**config.mk**
```make
export PLATFORM = sky130hd
export DESIGN_NAME = alu_operand_stage_flat
export DESIGN_NICKNAME = d
export VERILOG_FILES = /design/src/rtl/alu_operand_stage_if.sv /design/src/rtl/alu_operand_stage.sv /design/src/flat_wrapper.sv
export SDC_FILE = /design/constraint.sdc
export NUM_CORES = 1
export LEC_CHECK = 0
export ABC_AREA = 1
export BUFFER_PORTS_ARGS = -buffer_cell sky130_fd_sc_hd__buf_2
export CORE_AREA = 2 2 164 166
export DETAILED_ROUTE_END_ITERATION = 8
export DIE_AREA = 0 0 166 168
export GPL_TIMING_DRIVEN = 1
export PLACE_DENSITY = 0.54
export SLEW_MARGIN = 20
export SYNTH_ARGS = -nofsm -noshare
export SYNTH_HDL_FRONTEND = slang
export SYNTH_SLANG_ARGS = --single-unit
```
**constraint.sdc**
```tcl
create_clock -name clk -period 3.1 [get_ports clk]
set_input_delay 0 -clock clk [delete_from_list [all_inputs] [get_ports clk]]
set_output_delay 0 -clock clk [all_outputs]
set_load 0.01 [all_outputs]
```
**src/rtl/alu_operand_stage_if.sv**
```systemverilog
// alu_operand_stage_if
//   Decode -> operand-stage bundle: decoded instruction fields and register
//   file read data travel toward EX, de_stall travels back to decode.
//   master: decode stage (drives de_*, samples de_stall)
//   slave : alu_operand_stage (samples de_*, drives de_stall)
interface alu_operand_stage_if #(
  parameter int DATA_W = 32,
  parameter int REG_AW = 5
);
  logic              de_valid;
  logic [4:0]        de_alu_opcode;
  logic [REG_AW-1:0] de_rs_addr;
  logic [REG_AW-1:0] de_rt_addr;
  logic [DATA_W-1:0] de_rs_data;
  logic [DATA_W-1:0] de_rt_data;
  logic [DATA_W-1:0] de_imm;
  logic [4:0]        de_shamt;
  logic              de_x_sel;
  logic              de_y_sel;
  logic              de_uses_rs;
  logic              de_uses_rt;
  logic [REG_AW-1:0] de_dest;
  logic              de_reg_we;
  logic              de_is_load;
  logic              de_stall;

  modport master (
    output de_valid, de_alu_opcode, de_rs_addr, de_rt_addr, de_rs_data,
           de_rt_data, de_imm, de_shamt, de_x_sel, de_y_sel, de_uses_rs,
           de_uses_rt, de_dest, de_reg_we, de_is_load,
    input  de_stall
  );

  modport slave (
    input  de_valid, de_alu_opcode, de_rs_addr, de_rt_addr, de_rs_data,
           de_rt_data, de_imm, de_shamt, de_x_sel, de_y_sel, de_uses_rs,
           de_uses_rt, de_dest, de_reg_we, de_is_load,
    output de_stall
  );
endinterface

```
**src/rtl/alu_operand_stage.sv**
```systemverilog
// alu_operand_stage
//   ID/EX pipeline register feeding the ALU. Forwards rs/rt from EX (priority)
//   or MEM, selects register / immediate / shift-amount operands, detects
//   load-use hazards (stall decode + bubble), honours ex_hold and ex_flush.
// Ports:
//   clk, rst            clock, asynchronous active-high reset
//   de                  decode bundle (alu_operand_stage_if.slave)
//   ex_result           combinational ALU result of the instruction in EX
//   ex_hold, ex_flush   downstream hold / squash
//   mem_reg_we, mem_dest, mem_result   MEM-stage writeback for forwarding
//   ex_valid, alu_opcode, alu_op_x, alu_op_y, ex_rt_data, ex_dest,
//   ex_reg_we, ex_is_load              registered EX-stage outputs
//   perf_stall_cnt, perf_fwd_cnt       performance counters
// Build option:
//   ALU_OPERAND_STAGE_PERF_EN  enables the two performance counters; when
//   undefined both counter outputs are constant 0.

`ifndef ALU_ADDU
`define ALU_ADDU 5'h00
`endif

module alu_operand_stage #(
  parameter int DATA_W = 32,
  parameter int REG_AW = 5
) (
  input  logic              clk,
  input  logic              rst,
  alu_operand_stage_if.slave de,
  input  logic [DATA_W-1:0] ex_result,
  input  logic              ex_hold,
  input  logic              ex_flush,
  input  logic              mem_reg_we,
  input  logic [REG_AW-1:0] mem_dest,
  input  logic [DATA_W-1:0] mem_result,
  output logic              ex_valid,
  output logic [4:0]        alu_opcode,
  output logic [DATA_W-1:0] alu_op_x,
  output logic [DATA_W-1:0] alu_op_y,
  output logic [DATA_W-1:0] ex_rt_data,
  output logic [REG_AW-1:0] ex_dest,
  output logic              ex_reg_we,
  output logic              ex_is_load,
  output logic [31:0]       perf_stall_cnt,
  output logic [31:0]       perf_fwd_cnt
);

  logic              rs_ex_hit, rs_mem_hit, rt_ex_hit, rt_mem_hit;
  logic              ex_fwd_ok;
  logic [DATA_W-1:0] fwd_rs, fwd_rt, op_x, op_y;
  logic              lu, load_de;

  // A load in EX has no data yet; its consumer is caught by the load-use check.
  assign ex_fwd_ok  = ex_valid & ex_reg_we & ~ex_is_load;

  assign rs_ex_hit  = (de.de_rs_addr != '0) & ex_fwd_ok & (ex_dest == de.de_rs_addr);
  assign rs_mem_hit = (de.de_rs_addr != '0) & mem_reg_we & (mem_dest == de.de_rs_addr);
  assign rt_ex_hit  = (de.de_rt_addr != '0) & ex_fwd_ok & (ex_dest == de.de_rt_addr);
  assign rt_mem_hit = (de.de_rt_addr != '0) & mem_reg_we & (mem_dest == de.de_rt_addr);

  assign fwd_rs = rs_ex_hit ? ex_result : (rs_mem_hit ? mem_result : de.de_rs_data);
  assign fwd_rt = rt_ex_hit ? ex_result : (rt_mem_hit ? mem_result : de.de_rt_data);

  assign op_x = de.de_x_sel ? {{(DATA_W-5){1'b0}}, de.de_shamt} : fwd_rs;
  assign op_y = de.de_y_sel ? de.de_imm : fwd_rt;

  assign lu = de.de_valid & ex_valid & ex_is_load & (ex_dest != '0) &
              ((de.de_uses_rs & (ex_dest == de.de_rs_addr)) |
               (de.de_uses_rt & (ex_dest == de.de_rt_addr)));

  assign load_de     = ~ex_flush & ~ex_hold & ~lu;
  assign de.de_stall = ~ex_flush & (ex_hold | lu);

  always_ff @(posedge clk or posedge rst) begin
    if (rst) begin
      ex_valid   <= 1'b0;
      alu_opcode <= `ALU_ADDU;
      alu_op_x   <= '0;
      alu_op_y   <= '0;
      ex_rt_data <= '0;
      ex_dest    <= '0;
      ex_reg_we  <= 1'b0;
      ex_is_load <= 1'b0;
    end else if (ex_flush || (!ex_hold && lu)) begin
      ex_valid   <= 1'b0;
      alu_opcode <= `ALU_ADDU;
      alu_op_x   <= '0;
      alu_op_y   <= '0;
      ex_rt_data <= '0;
      ex_dest    <= '0;
      ex_reg_we  <= 1'b0;
      ex_is_load <= 1'b0;
    end else if (!ex_hold) begin
      ex_valid   <= de.de_valid;
      alu_opcode <= de.de_alu_opcode;
      alu_op_x   <= op_x;
      alu_op_y   <= op_y;
      ex_rt_data <= fwd_rt;
      ex_dest    <= de.de_dest;
      ex_reg_we  <= de.de_valid & de.de_reg_we;
      ex_is_load <= de.de_valid & de.de_is_load;
    end
  end

`ifdef ALU_OPERAND_STAGE_PERF_EN
  logic       rs_fwd, rt_fwd;
  logic [1:0] fwd_n;

  // Only sources the instruction actually reads count as forwarded.
  assign rs_fwd = de.de_valid & de.de_uses_rs & (rs_ex_hit | rs_mem_hit);
  assign rt_fwd = de.de_valid & de.de_uses_rt & (rt_ex_hit | rt_mem_hit);
  assign fwd_n  = {1'b0, rs_fwd} + {1'b0, rt_fwd};

  always_ff @(posedge clk or posedge rst) begin
    if (rst) begin
      perf_stall_cnt <= '0;
      perf_fwd_cnt   <= '0;
    end else begin
      if (lu && !ex_hold && !ex_flush)
        perf_stall_cnt <= perf_stall_cnt + 32'd1;
      if (load_de)
        perf_fwd_cnt <= perf_fwd_cnt + {30'd0, fwd_n};
    end
  end
`else
  assign perf_stall_cnt = '0;
  assign perf_fwd_cnt   = '0;
`endif

endmodule
```
**src/flat_wrapper.sv**
```systemverilog
// flat-port wrapper written by rule: the top's interface ports become plain ports
module alu_operand_stage_flat 
#(
  parameter int DATA_W = 32,
  parameter int REG_AW = 5
)
  (clk, rst, ex_result, ex_hold, ex_flush, mem_reg_we, mem_dest, mem_result, ex_valid, alu_opcode, alu_op_x, alu_op_y, ex_rt_data, ex_dest, ex_reg_we, ex_is_load, perf_stall_cnt, perf_fwd_cnt, de_de_valid, de_de_alu_opcode, de_de_rs_addr, de_de_rt_addr, de_de_rs_data, de_de_rt_data, de_de_imm, de_de_shamt, de_de_x_sel, de_de_y_sel, de_de_uses_rs, de_de_uses_rt, de_de_dest, de_de_reg_we, de_de_is_load, de_de_stall);
  alu_operand_stage_if #(.DATA_W(DATA_W), .REG_AW(REG_AW)) de_i ();
  input  logic clk;
  input  logic rst;
  input  logic [DATA_W-1:0] ex_result;
  input  logic ex_hold;
  input  logic ex_flush;
  input  logic mem_reg_we;
  input  logic [REG_AW-1:0] mem_dest;
  input  logic [DATA_W-1:0] mem_result;
  output logic ex_valid;
  output logic [4:0] alu_opcode;
  output logic [DATA_W-1:0] alu_op_x;
  output logic [DATA_W-1:0] alu_op_y;
  output logic [DATA_W-1:0] ex_rt_data;
  output logic [REG_AW-1:0] ex_dest;
  output logic ex_reg_we;
  output logic ex_is_load;
  output logic [31:0] perf_stall_cnt;
  output logic [31:0] perf_fwd_cnt;
  input wire logic [$bits(de_i.de_valid)-1:0] de_de_valid;
  input wire logic [$bits(de_i.de_alu_opcode)-1:0] de_de_alu_opcode;
  input wire logic [$bits(de_i.de_rs_addr)-1:0] de_de_rs_addr;
  input wire logic [$bits(de_i.de_rt_addr)-1:0] de_de_rt_addr;
  input wire logic [$bits(de_i.de_rs_data)-1:0] de_de_rs_data;
  input wire logic [$bits(de_i.de_rt_data)-1:0] de_de_rt_data;
  input wire logic [$bits(de_i.de_imm)-1:0] de_de_imm;
  input wire logic [$bits(de_i.de_shamt)-1:0] de_de_shamt;
  input wire logic [$bits(de_i.de_x_sel)-1:0] de_de_x_sel;
  input wire logic [$bits(de_i.de_y_sel)-1:0] de_de_y_sel;
  input wire logic [$bits(de_i.de_uses_rs)-1:0] de_de_uses_rs;
  input wire logic [$bits(de_i.de_uses_rt)-1:0] de_de_uses_rt;
  input wire logic [$bits(de_i.de_dest)-1:0] de_de_dest;
  input wire logic [$bits(de_i.de_reg_we)-1:0] de_de_reg_we;
  input wire logic [$bits(de_i.de_is_load)-1:0] de_de_is_load;
  output wire logic [$bits(de_i.de_stall)-1:0] de_de_stall;
  assign de_i.de_valid = de_de_valid;
  assign de_i.de_alu_opcode = de_de_alu_opcode;
  assign de_i.de_rs_addr = de_de_rs_addr;
  assign de_i.de_rt_addr = de_de_rt_addr;
  assign de_i.de_rs_data = de_de_rs_data;
  assign de_i.de_rt_data = de_de_rt_data;
  assign de_i.de_imm = de_de_imm;
  assign de_i.de_shamt = de_de_shamt;
  assign de_i.de_x_sel = de_de_x_sel;
  assign de_i.de_y_sel = de_de_y_sel;
  assign de_i.de_uses_rs = de_de_uses_rs;
  assign de_i.de_uses_rt = de_de_uses_rt;
  assign de_i.de_dest = de_de_dest;
  assign de_i.de_reg_we = de_de_reg_we;
  assign de_i.de_is_load = de_de_is_load;
  assign de_de_stall = de_i.de_stall;
  alu_operand_stage #(.DATA_W(DATA_W), .REG_AW(REG_AW)) u_core (.clk(clk), .rst(rst), .de(de_i), .ex_result(ex_result), .ex_hold(ex_hold), .ex_flush(ex_flush), .mem_reg_we(mem_reg_we), .mem_dest(mem_dest), .mem_result(mem_result), .ex_valid(ex_valid), .alu_opcode(alu_opcode), .alu_op_x(alu_op_x), .alu_op_y(alu_op_y), .ex_rt_data(ex_rt_data), .ex_dest(ex_dest), .ex_reg_we(ex_reg_we), .ex_is_load(ex_is_load), .perf_stall_cnt(perf_stall_cnt), .perf_fwd_cnt(perf_fwd_cnt));
endmodule
```
==> results of run 1 <==
==> metrics by stage <==
step	instance area [µm²]	cells	total power, W
floorplan	7980	1187	0.00215
global placement	9230	1727	0.00249
detailed placement	9230	1727	0.00249
CTS	10200	1810	0.00375
global route	10200	1814	0.00391
finish	10200	1815	0.00370
==> kinds of logic after synthesis <==
| family | count (synthesis) | synth area share [%] |
|---|---|---|
| compound gates | 70 | 6.08 |
| simple gates | 715 | 42.1 |
| other cells | 1 | 0.0485 |
| buf+inv | 223 | 15.8 |
| flops | 109 | 35.2 |
| xor+xnor | 6 | 0.679 |
==> critical path, delay by kind of cell, from the launching register on <==
kind | cells | cell delay [ps]
flip-flops | 1 | 430
buffers and inverters | 2 | 650
AND/OR/NAND/NOR | 8 | 1460
==> cells in the mapped netlist, types with 2 or more instances <==
master | n | share of area (%)
a21oi_1 | 2 | 0.13
buf_1 | 2 | 0.097
buf_2 | 19 | 1.2
buf_4 | 75 | 7.3
buf_6 | 7 | 1.0
clkbuf_1 | 16 | 0.78
dfrtp_1 | 109 | 35
inv_1 | 91 | 4.4
inv_2 | 8 | 0.39
nand2_1 | 442 | 21
nand2_4 | 5 | 0.73
nand3_1 | 113 | 7.3
nand3_2 | 31 | 4.0
nand3b_1 | 31 | 3.0
nand4_1 | 3 | 0.24
nor2_1 | 74 | 3.6
nor2_2 | 3 | 0.24
nor2_4 | 3 | 0.44
o211ai_1 | 18 | 1.7
o211ai_2 | 10 | 1.6
o21ai_0 | 34 | 2.2
o21ai_1 | 6 | 0.39
or2_2 | 5 | 0.40
xnor2_1 | 5 | 0.57
==> how the worst max path moves through the flow <==
stage,start,end,slack (ps)
6_report,u_core.ex_dest[2]$_DFFE_PP0P_,u_core.ex_is_load$_DFFE_PP0P_,490
5_1_grt,u_core.ex_dest[2]$_DFFE_PP0P_,u_core.ex_reg_we$_DFFE_PP0P_,240
4_1_cts,u_core.ex_dest[2]$_DFFE_PP0P_,u_core.ex_is_load$_DFFE_PP0P_,430
3_5_place_dp,u_core.ex_dest[2]$_DFFE_PP0P_,u_core.ex_is_load$_DFFE_PP0P_,980
3_3_place_gp,u_core.ex_dest[0]$_DFFE_PP0P_,u_core.alu_op_x[24]$_DFFE_PP0P_,1080
2_1_floorplan,rst,u_core.alu_op_x[0]$_DFFE_PP0P_,230
==> power by group <==
part,switching [W],internal (W)
clock,0.000601,0.000576
combinational,0.000569,0.000373
sequential,0.0000630,0.00152
total,0.00123,0.00247
==> layout make-up <==
type,count,share of cell area (%)
antenna,5,0.123
clock buffer,10,2.34
clock inverter,5,0.429
inverter,100,3.70
multi-input combinational,855,39.6
sequential,109,26.7
tap,341,4.18
timing repair buffer,390,22.9
==> flip-flops by register name (all words and copies together) (netlist names) <==
signal and cells:
u_core.ex_is_load 1, u_core.ex_reg_we 1, u_core.alu_op_x 32, u_core.alu_opcode 5
u_core.ex_valid 1, u_core.ex_rt_data 32, u_core.alu_op_y 32, u_core.ex_dest 5
==> metal layers <==
metal / GRT usage [%] / routed length (µm) / part of all wire (%)
met4: 5.86 / 399 / 1.4
met3: 3.36 / 1870 / 6.4
met1: 26.5 / 12700 / 44
met2: 34.9 / 14200 / 49
met5: 0 / 13 / 0.045
==> qor.yml, run 1 <==
slowest_stage: "nor2_8"
p_leak_nw: 6.14
whs_ps: 11.6
hp-start: "de_de_rs_data[25]"
postCtsHoldBufs: 68
dr_total_vias: 8375
dpl.hpwl_um: 20000
timing.slew.headroom_pct: 48.2
yosys_most_used_dff: "dfrtp_1"
path_cells: "nor3_1 -> nand3_1 -> nand4_1 -> inv_1 -> nand2_2 -> nand2_4 -> nor2_8 -> nand3_1 -> dlygate4sd3_1 -> nand2_1"
p_per_area_nw_per_um2: 363
nets: 1667
netlist_area_um2: 7740
rsz0062_at_grt: "false"
antenna_found_initial: 5
fillers: 2879
cts.sinks: 109
seq_area_frac_synth_pct: 35.2
wl_um: 29100
layout_commonest_cell: "nand2_1"
dieArea_um2: 27900
period_share_pct: 84.3
die_width_um: 166
cap_viol_max_count: 0
grt_max_degree: 60
track_usage_pct: 20.4
multiInputGateArea_um2: 4040
synth.distinct_cells: 36
htree_levels: 3
post-route-drc-count: 0
synthCells: 1124
grt_overflow: 0
clock_path_buffers: 2
core_um2: 26400
fin_skew_ps: 16.1
vias_per_cell: 4.61
hold_end: "u_core.alu_op_x[25]$_DFFE_PP0P_"
cts_resized: 0
ys_ff_latch: 109
numPortBuffers: 311
wire_per_inst_um: 16.1
timing.fmax_mhz: 383
final-setup-viol-count: 0
drive_gt1_share_pct: 27.9
cts_root_buf: "clkbuf_16"
setup-tns-final_ps: 0
seq_area_um2: 2730
utilization_pct: 38.7
tightest_slew_ps: 777
cp_max_fo: 45
cts_setup_buffers: 0
most-common-layout-cells: "nand2_1 (441), buf_2 (311), nand3_1 (113), dfrtp_1 (109), inv_1 (89)"
fin_ws_ps: 486
crit-reg2reg-launch: "u_core.ex_dest[2]$_DFFE_PP0P_"
grt_pass1_wl_um: 45100
criticalPathCategory: "reg2reg"
hold_path.class: "in2reg"
synth-warning-count: 0
area_growth_pct: 31.9
r2r_end: "u_core.ex_is_load$_DFFE_PP0P_"
hold_viol_final: 0
die_y_um: 168
clock_latency_ps: 350
peakVddDrop_mv: 0.266
critPathMostFrequentCell: "nand3_1"
synth_async_sr_flop_share_pct: 100
max_stage_delay_ps: 600
place_congestion: 0.875
clkTransAtPathRegs_ps: 90
cts_buffers: 9
avgSynthCellArea_um2: 6.88
start_kind: "flop"
outcome: "finished clean"
required_ps: 3380
r2r_cells: 10
crit_path_end_kind: "flop"
cts_tree: "built"
drtIter0Drc: 506
synth-edff-count: 0
crit_arrival_ps: 2900
io-pin-count: 376
hold_depth: 5
r2r_slack_ps: 490
slew_violations: 0
ant_nets: 0
dp_slack_ps: 983
fin_crit_ps: 2610
dr.pass1.iters: 6
start_util_pct: 29.4
grt_pass1_vias: 8292
num_rows: 60
(Power assumes the default switching activity.)
==> run 2, diff against run 1 <==
PLACE_DENSITY = 0.56   (was 0.54)
clock period = 2.3 ns   (was 3.1 ns; I/O delays follow)
==> qor.yml, run 2 (same netlist as run 1, synthesis figures left out) <==
grt_overflow: 0  # unchanged
grt_pass1_vias: 8062  # was 8292
io-pin-count: 376  # unchanged
start_util_pct: 29.4  # unchanged
peakVddDrop_mv: 0.278  # was 0.266 mV
setup-tns-final_ps: 0  # unchanged
fin_skew_ps: 18.0  # was 16.1 ps
numPortBuffers: 311  # unchanged
hold_viol_final: 0  # unchanged
wl_um: 29400  # was 29100 µm
power.total_w: 0.00516  # was 0.00370 W
area_growth_pct: 34.3  # was 31.9%
dieArea_um2: 27900  # unchanged
dr.pass1.iters: 5  # was 6
antenna_found_initial: 1  # was 5
nets: 1678  # was 1667
layout_commonest_cell: "nand2_1"  # unchanged
p_comb_share_pct: 25.2  # was 25.4%
cap_viol_max_count: 0  # unchanged
cts_root_buf: "clkbuf_16"  # unchanged
cts.sinks: 109  # unchanged
p_leak_nw: 6.24  # was 6.14 nW
clockPowerShare_pct: 33.3  # was 31.8%
grt_max_degree: 110  # was 60
clock_path_buffers: 2  # unchanged
clkTransAtPathRegs_ps: 90  # about the same
core_um2: 26400  # unchanged
rsz0062_at_grt: "false"  # unchanged
slew_violations: 0  # unchanged
p_sw_w: 0.00170  # was 0.00123 W
p_per_area_nw_per_um2: 496  # was 363 nW/µm²
dr_total_vias: 8392  # was 8375
htree_levels: 3  # unchanged
crit_path_end_kind: "flop"  # unchanged
drtIter0Drc: 579  # was 506
fin_ws_ps: 140  # was 486 ps
period_share_pct: 93.9  # was 84.3%
clock_latency_ps: 360  # was 350 ps
hold_depth: 5  # unchanged
hold_path.class: "in2reg"  # unchanged
timing.fmax_mhz: 463  # was 383 MHz
fin_crit_ps: 2160  # was 2610 ps
ant_nets: 0  # unchanged
cts_tree: "built"  # unchanged
dpl.hpwl_um: 20000  # about the same
track_usage_pct: 19.8  # was 20.4%
slowest_stage: "dlygate4sd3_1"  # was nor2_8
timing.slew.headroom_pct: 54.8  # was 48.2%
crit_arrival_ps: 2450  # was 2900 ps
dp_slack_ps: 358  # was 983 ps
reg_top3: "u_core.alu_op_x: 32 flops, u_core.alu_op_y: 32 flops, u_core.ex_rt_data: 32 flops"  # unchanged
r2r_cells: 11  # was 10
required_ps: 2590  # was 3380 ps
post-route-drc-count: 0  # unchanged
grt_pass1_wl_um: 44100  # was 45100 µm
max_stage_delay_ps: 570  # was 600 ps
drive_gt1_share_pct: 28.6  # was 27.9%
wire_per_inst_um: 16.1  # about the same
most-common-layout-cells: "nand2_1 (441), buf_2 (311), nand3_1 (113), dfrtp_1 (107), inv_1 (88)"  # was nand2_1 (441), buf_2 (311), nand3_1 (113), dfrtp_1 (109), inv_1 (89)
critPathMostFrequentCell: "nand3_1"  # unchanged
die_y_um: 168  # unchanged
whs_ps: 14.0  # was 11.6 ps
place_congestion: 0.849  # was 0.875
outcome: "finished clean"  # unchanged
vias_per_cell: 4.60  # was 4.61
p_int_w: 0.00345  # was 0.00247 W
p_seq_share_pct: 41.5  # was 42.8%
tightest_slew_ps: 679  # was 777 ps
num_rows: 60  # unchanged
final-setup-viol-count: 0  # unchanged
die_width_um: 166  # unchanged
cp_max_fo: 11  # was 45
path_cells: "nor3_1 -> nand3_1 -> nand4_1 -> inv_1 -> nand2_2 -> nand2_4 -> nor2_8 -> buf_12 -> nand3_1 -> dlygate4sd3_1 -> nand2_1"  # was nor3_1 -> nand3_1 -> nand4_1 -> inv_1 -> nand2_2 -> nand2_4 -> nor2_8 -> nand3_1 -> dlygate4sd3_1 -> nand2_1
cts_buffers: 9  # unchanged
start_kind: "flop"  # unchanged
criticalPathCategory: "reg2reg"  # unchanged
sw_frac_of_total_pct: 33.0  # was 33.3%
## run 2: cell types whose count changed in the layout (fill, tap and decap cells not counted), moves of 2 or more
cell | before | now
buf_4 | 10 | 14
clkbuf_16 | 9 | 11
diode_2 | 5 | 1
dfrtp_1 | 109 | 107
dfrtp_2 | 0 | 2
buf_12 | 1 | 5
## run 2: worst max-delay path: cells and delay by family, from the launching register on
| kind | cells | cell delay, ps |
|---|---|---|
| flops | 1 | 430 |
| simple gates | 8 | 880 |
| buf+inv | 3 | 780 |
## run 2: path summary, 6_finish.rpt
| path | end | from | slack (ps) |
|---|---|---|---|
| max in group asynchronous | u_core.ex_dest[3]$_DFFE_PP0P_ | rst | 1400 |
| worst min register to register | u_core.ex_rt_data[30]$_DFFE_PP0P_ | u_core.ex_rt_data[30]$_DFFE_PP0P_ | 480 |
| worst max register to register | u_core.ex_is_load$_DFFE_PP0P_ | u_core.ex_dest[2]$_DFFE_PP0P_ | 140 |
| worst max-delay path | u_core.ex_is_load$_DFFE_PP0P_ | u_core.ex_dest[2]$_DFFE_PP0P_ | 140 |
| min in group asynchronous | u_core.alu_op_x[16]$_DFFE_PP0P_ | rst | 360 |
| worst min-delay path | u_core.alu_op_x[5]$_DFFE_PP0P_ | de_de_rs_data[5] | 10 |
## run 2: area by class of cell
type / instances / area, µm²
multi-input cells: 855 / 4050
flip-flops and latches: 109 / 2730
repair buffers: 401 / 2500
clock buffers: 10 / 229
inverters: 100 / 379
diodes: 1 / 2.50
well taps: 341 / 427
clock inverters: 6 / 78.8
fillers: 2803 / 16000
## run 2: power by group through the flow
stage                     clock (W)  combinational, W  sequential [W]
after floorplan                   0          0.000671         0.00223
after global placement            0           0.00118         0.00217
after detailed placement          0           0.00119         0.00217
after CTS                   0.00178           0.00128         0.00214
after global routing        0.00183           0.00144         0.00215
final                       0.00172           0.00130         0.00214
## run 2: metrics by stage
stage	util [%]	instances	area, µm²
finish	39.4	1823	10400
global route	39.4	1823	10400
CTS	39.2	1819	10300
floorplan	-	1187	7980
global placement	35.4	1734	9330
detailed placement	35.4	1734	9330
## run 2: metal layers
| layer | wire length (µm) | vias up | track usage, % | part of all wire [%] |
|---|---|---|---|---|
| met1 | 12900 | 3879 | 26.3 | 44 |
| li1 | - | 4108 | - | - |
| met4 | 796 | 0 | 6.84 | 2.7 |
| met2 | 14100 | 350 | 33.4 | 48 |
| met3 | 1600 | 55 | 2.49 | 5.4 |
| met5 | 0 | - | 0 | 0 |
## run 2: timing repair
item	4_1_cts	5_1_grt
endpoints found under the hold margin	175	0
setup endpoints to repair	0	2
gates resized for setup	0	4
setup buffers	0	1
hold buffers	69	0
